## config.mk

```make
export PLATFORM = sky130hd
export DESIGN_NAME = serial_incrementer
export DESIGN_NICKNAME = d
export VERILOG_FILES = /design/src/rtl/serial_incrementer.sv
export SDC_FILE = /design/constraint.sdc
export NUM_CORES = 1
export LEC_CHECK = 0
export BUFFER_PORTS_ARGS = -buffer_cell sky130_fd_sc_hd__buf_2
export CAP_MARGIN = 20
export CORE_MARGIN = 4
export CORE_UTILIZATION = 34
export CTS_BUF_LIST = sky130_fd_sc_hd__clkbuf_4
export DETAILED_ROUTE_END_ITERATION = 8
export SYNTH_ARGS = -nofsm -noshare
export SYNTH_HDL_FRONTEND = slang
export SYNTH_SLANG_ARGS = --single-unit
```

## constraint.sdc

```tcl
create_clock -name clk -period 3.25 [get_ports clk]
set_clock_uncertainty 0.15 [all_clocks]
set_input_delay 0.65 -clock clk [delete_from_list [all_inputs] [get_ports clk]]
set_output_delay 0.65 -clock clk [all_outputs]
set_load 0.01 [all_outputs]
```

## src/rtl/serial_incrementer.sv

```systemverilog
// Bit-serial incrementer: adds a 1-bit carry-in to an operand one bit per clock.
// Define SERIAL_INC_EARLY_EXIT_EN to finish as soon as the carry dies out.
module serial_incrementer #(
  parameter int unsigned WIDTH = 8
) (
  input  logic             clk,
  input  logic             rst,
  input  logic             start,
  input  logic [WIDTH-1:0] operand,
  input  logic             cin,
  output logic             busy,
  output logic             done,
  output logic [WIDTH-1:0] result,
  output logic             cout
);

  localparam int unsigned IdxW = (WIDTH > 1) ? $clog2(WIDTH) : 1;
  localparam logic [IdxW-1:0] LastIdx = IdxW'(WIDTH - 1);

  typedef enum logic [1:0] {StIdle, StRun, StDone} state_e;

  state_e           state_q;
  logic [WIDTH-1:0] op_q;
  logic [WIDTH-1:0] result_q;
  logic [IdxW-1:0]  idx_q;
  logic             carry_q;
  logic             cout_q;
  logic             busy_q;
  logic             done_q;

  logic op_bit;
  logic sum_d;
  logic carry_d;
  logic finish_d;

  // Half adder on the current bit; the addend is always zero.
  always_comb begin
    op_bit  = op_q[idx_q];
    sum_d   = op_bit ^ carry_q;
    carry_d = op_bit & carry_q;
`ifdef SERIAL_INC_EARLY_EXIT_EN
    // Once the carry is gone the remaining bits already equal the operand.
    finish_d = !carry_d || (idx_q == LastIdx);
`else
    finish_d = (idx_q == LastIdx);
`endif
  end

  always_ff @(posedge clk) begin
    if (rst) begin
      state_q  <= StIdle;
      op_q     <= '0;
      result_q <= '0;
      idx_q    <= '0;
      carry_q  <= 1'b0;
      cout_q   <= 1'b0;
      busy_q   <= 1'b0;
      done_q   <= 1'b0;
    end else begin
      done_q <= 1'b0;
      unique case (state_q)
        StIdle: begin
          if (start) begin
            op_q     <= operand;
            result_q <= operand;
            carry_q  <= cin;
            idx_q    <= '0;
            busy_q   <= 1'b1;
            state_q  <= StRun;
          end
        end
        StRun: begin
          result_q[idx_q] <= sum_d;
          carry_q         <= carry_d;
          idx_q           <= idx_q + IdxW'(1);
          if (finish_d) begin
            cout_q  <= carry_d;
            done_q  <= 1'b1;
            state_q <= StDone;
          end
        end
        StDone: begin
          busy_q  <= 1'b0;
          state_q <= StIdle;
        end
        default: state_q <= StIdle;
      endcase
    end
  end

  assign busy   = busy_q;
  assign done   = done_q;
  assign result = result_q;
  assign cout   = cout_q;

endmodule

```

==> flow_summary_export.csv <==
group,metric,value,unit
clocking,cts_buffer_depth,2,
setup_path,cp_cell_sequence,"mux4_1 > mux2_2 > ha_1 > a21oi_2 > o21ai_0 > o221a_2",
grt,overflow,0,
die,dieArea,4830,µm²
die,rows,22,
logic_synthesis,syn-num-nets,156,
timing,layout_min_cycle_time,2.79,ns
timing,period_share,85.9,%
logic_synthesis,synthCells,141,
logic_synthesis,synth_edf_count,0,
setup_path,crit_family,"multiplexers",
setup_path,path_class,"reg -> reg",
drt,drc,0,
logic_synthesis,async_flop_share,0,%
placed_design,dp_hpwl,2150,µm
placed_design,port_buffers,22,
flow_run,cap_viol_max_count,0,
cells_and_area,mostFrequentLayoutCells,"dfxtp_1 (25), buf_2 (22), a21oi_1 (16)",
cells_and_area,final_nets,172,
logic_synthesis,synth-simple-area-share,19.5,%
clocking,worstSkewPairLatency,0.31,ns
outcome,status,"completed",
timing,max_clock_freq,358,MHz
logic_synthesis,muxShareOfSynthArea,4.97,%
logic_synthesis,synth-seq-cells,25,
grt,grt_util_met2,21.9,%
logic_synthesis,synth_adder_area_share,2.92,%
grt,gr-usage-met1,14.3,%
die,core_area,3660,µm²
drt,viasPerCell,5.22,
pwr,p_leak,0.603,nW
drt,detail-route-antenna-nets,0,
clocking,cts_setup_buffers,0,
drt,drt_iter0_drc,14,
clocking,htree_levels,1,
logic_synthesis,avgSynthCellArea,9.11,µm²
logic_synthesis,synth_top_family_by_area,"compound AO/OA/AOI/OAI gates",
logic_synthesis,yosysWarnings,0,
clocking,cts-resized-gates,0,
pwr,p_per_area,412,nW/µm²
grt,antenna_found_initial,0,
clocking,postCtsHoldBufs,0,
cells_and_area,antenna_cells,0,
logic_synthesis,yosysSeqAreaShare,38.9,%
timing,drv_slew,0,
drt,first_pass_iters,4,
clocking,cts.sinks,25,
cells_and_area,stdcell_area,1430,µm²
setup_path,crit_path_end_kind,"flip-flop",
grt,grt_max_degree,26,
setup_path,critPathBufInv,0,
timing,setup-tns-final,0,ns
placed_design,dpl_cell_area,1400,µm²
grt,grt_pass1_vias,1078,
placed_design,place_congestion,0.836,
grt,grt_use_met3,1.88,%
grt,grt_pass1_wl,4810,µm
setup_path,crit_path_max_fanout,14,
clocking,tritoncts,"done",
clocking,root_buffer,"clkbuf_4",
die,pin_count,23,
cells_and_area,syn2layout_area_growth,11.2,%
timing,rsz0062_at_grt,"no",
grt,grt.total_usage,12.0,%
setup_path,cp.arrival,2.86,ns
logic_synthesis,synth-main-ff-cell,"dfxtp_1",
setup_path,worstSetupStartpointType,"flip-flop",
die,start_util,35.1,%
drt,wl,2860,µm
timing,setup_violations,0,
cells_and_area,ff_latch_area,500,µm²
cells_and_area,multi_input_area,691,µm²
setup_path,crit_path_top_delay_cell,"dfxtp_1",
clocking,numCtsBuffers,3,
clocking,clk_pin_slew,0.13,ns
logic_synthesis,syn-cell-area,1280,µm²
cells_and_area,layout_commonest_cell,"dfxtp_1",
logic_synthesis,synth_compound_area_share,26.4,%
cells_and_area,fill_cells,378,
die,dieHeight,69.5,µm
drt,vias,1064,
hold_path,hold_class,"reg -> reg",
timing,slew_headroom,47.3,%
grt,grt_busiest_layer,"met2",
cells_and_area,drive_gt1_share,25.0,%
logic_synthesis,yosysUniqueCellTypes,39,
setup_path,critical-path-max-stage-delay,0.62,ns
setup_path,crit_required,3.32,ns
die,die_w,69.5,µm
drt,wl_per_cell,14.0,µm
logic_synthesis,synth_xor_area_share,0,%
timing,hold_viol_final,0,
timing,worstMarginPinSlew,0.789,ns
pwr,vdd.ir_drop.worst,0.211,mV
==> per-stage QoR <==
stage          utilization [%]  total power, W  worst slack [ns]  hold WS (ns)  std cells
4_1_cts                   39.0        0.000595             0.460         0.324        204
6_report                  39.0        0.000589             0.459         0.322        204
5_1_grt                   39.0        0.000619             0.340         0.342        204
3_5_place_dp              38.2        0.000452             0.469         0.306        200
3_3_place_gp              38.2        0.000447             0.562         0.293        200
2_1_floorplan                -        0.000420             0.905         0.298        141
==> synth_stat cells, types with 3 or more instances <==
library cell | instances | area [µm²]
o221a_2 | 4 | 45.0
o21ai_0 | 11 | 55.1
nand4b_1 | 3 | 26.3
dfxtp_1 | 25 | 500
nand2_1 | 11 | 41.3
inv_1 | 7 | 26.3
a21oi_1 | 16 | 80.1
buf_2 | 8 | 40.0
a22oi_1 | 3 | 22.5
o21a_1 | 3 | 22.5
nor2_1 | 7 | 26.3
ha_1 | 3 | 37.5
and2_1 | 4 | 25.0
==> cell families (layout without fill, tap and decap cells) <==
group,after synthesis,in the layout
AO/OA/AOI/OAI,50,50
AND/OR/NAND/NOR,40,40
flip-flops,25,25
buffers and inverters,20,35
adder cells (fa/ha/maj),3,3
multiplexers,3,3
==> registers in the layout, summed over array words and instances (netlist names) <==
signal   count
busy         1
carry_q      1
cout         1
done         1
idx_q        3
op_q         8
result       8
state_q      2
==> metal layers <==
metal / vias up / share of wire, % / wire [µm]
met4: 0 / 1.1 / 32
met1: 499 / 46 / 1300
met3: 4 / 2.9 / 82
met2: 15 / 50 / 1440
li1: 546 / - / -
met5: - / 0 / 0
==> final timing paths <==
check | end | slack, ns | start | cells after the start
setup reg to reg | result[6]$_SDFFE_PP0P_ | 0.46 | idx_q[0]$_SDFFE_PP0P_ | 6
setup / recovery | result[6]$_SDFFE_PP0P_ | 0.46 | idx_q[0]$_SDFFE_PP0P_ | 6
hold / removal | result[1]$_SDFFE_PP0P_ | 0.32 | result[1]$_SDFFE_PP0P_ | 2
hold reg to reg | result[1]$_SDFFE_PP0P_ | 0.32 | result[1]$_SDFFE_PP0P_ | 2
==> report_power, final <==
| group | switching, W | internal [W] |
|---|---|---|
| Clock | 0.0000890 | 0.0000562 |
| Sequential | 0.0000182 | 0.000326 |
| Combinational | 0.0000518 | 0.0000484 |
==> layout make-up <==
class                   count  share of cell area (%)
inverters                   8                    2.10
flip-flops and latches     25                    35.0
repair buffers             23                    8.23
clock buffers               4                    2.10
multi-input cells          96                    48.3
well taps                  48                    4.20
==> worst reg2reg max path, delay by kind of cell, from the launching register on <==
family | cells | cell delay (ns)
flip-flops | 1 | 0.62
adder cells (fa/ha/maj) | 1 | 0.32
multiplexers | 2 | 0.90
AO/OA/AOI/OAI | 3 | 0.71
(Power assumes the default switching activity.)
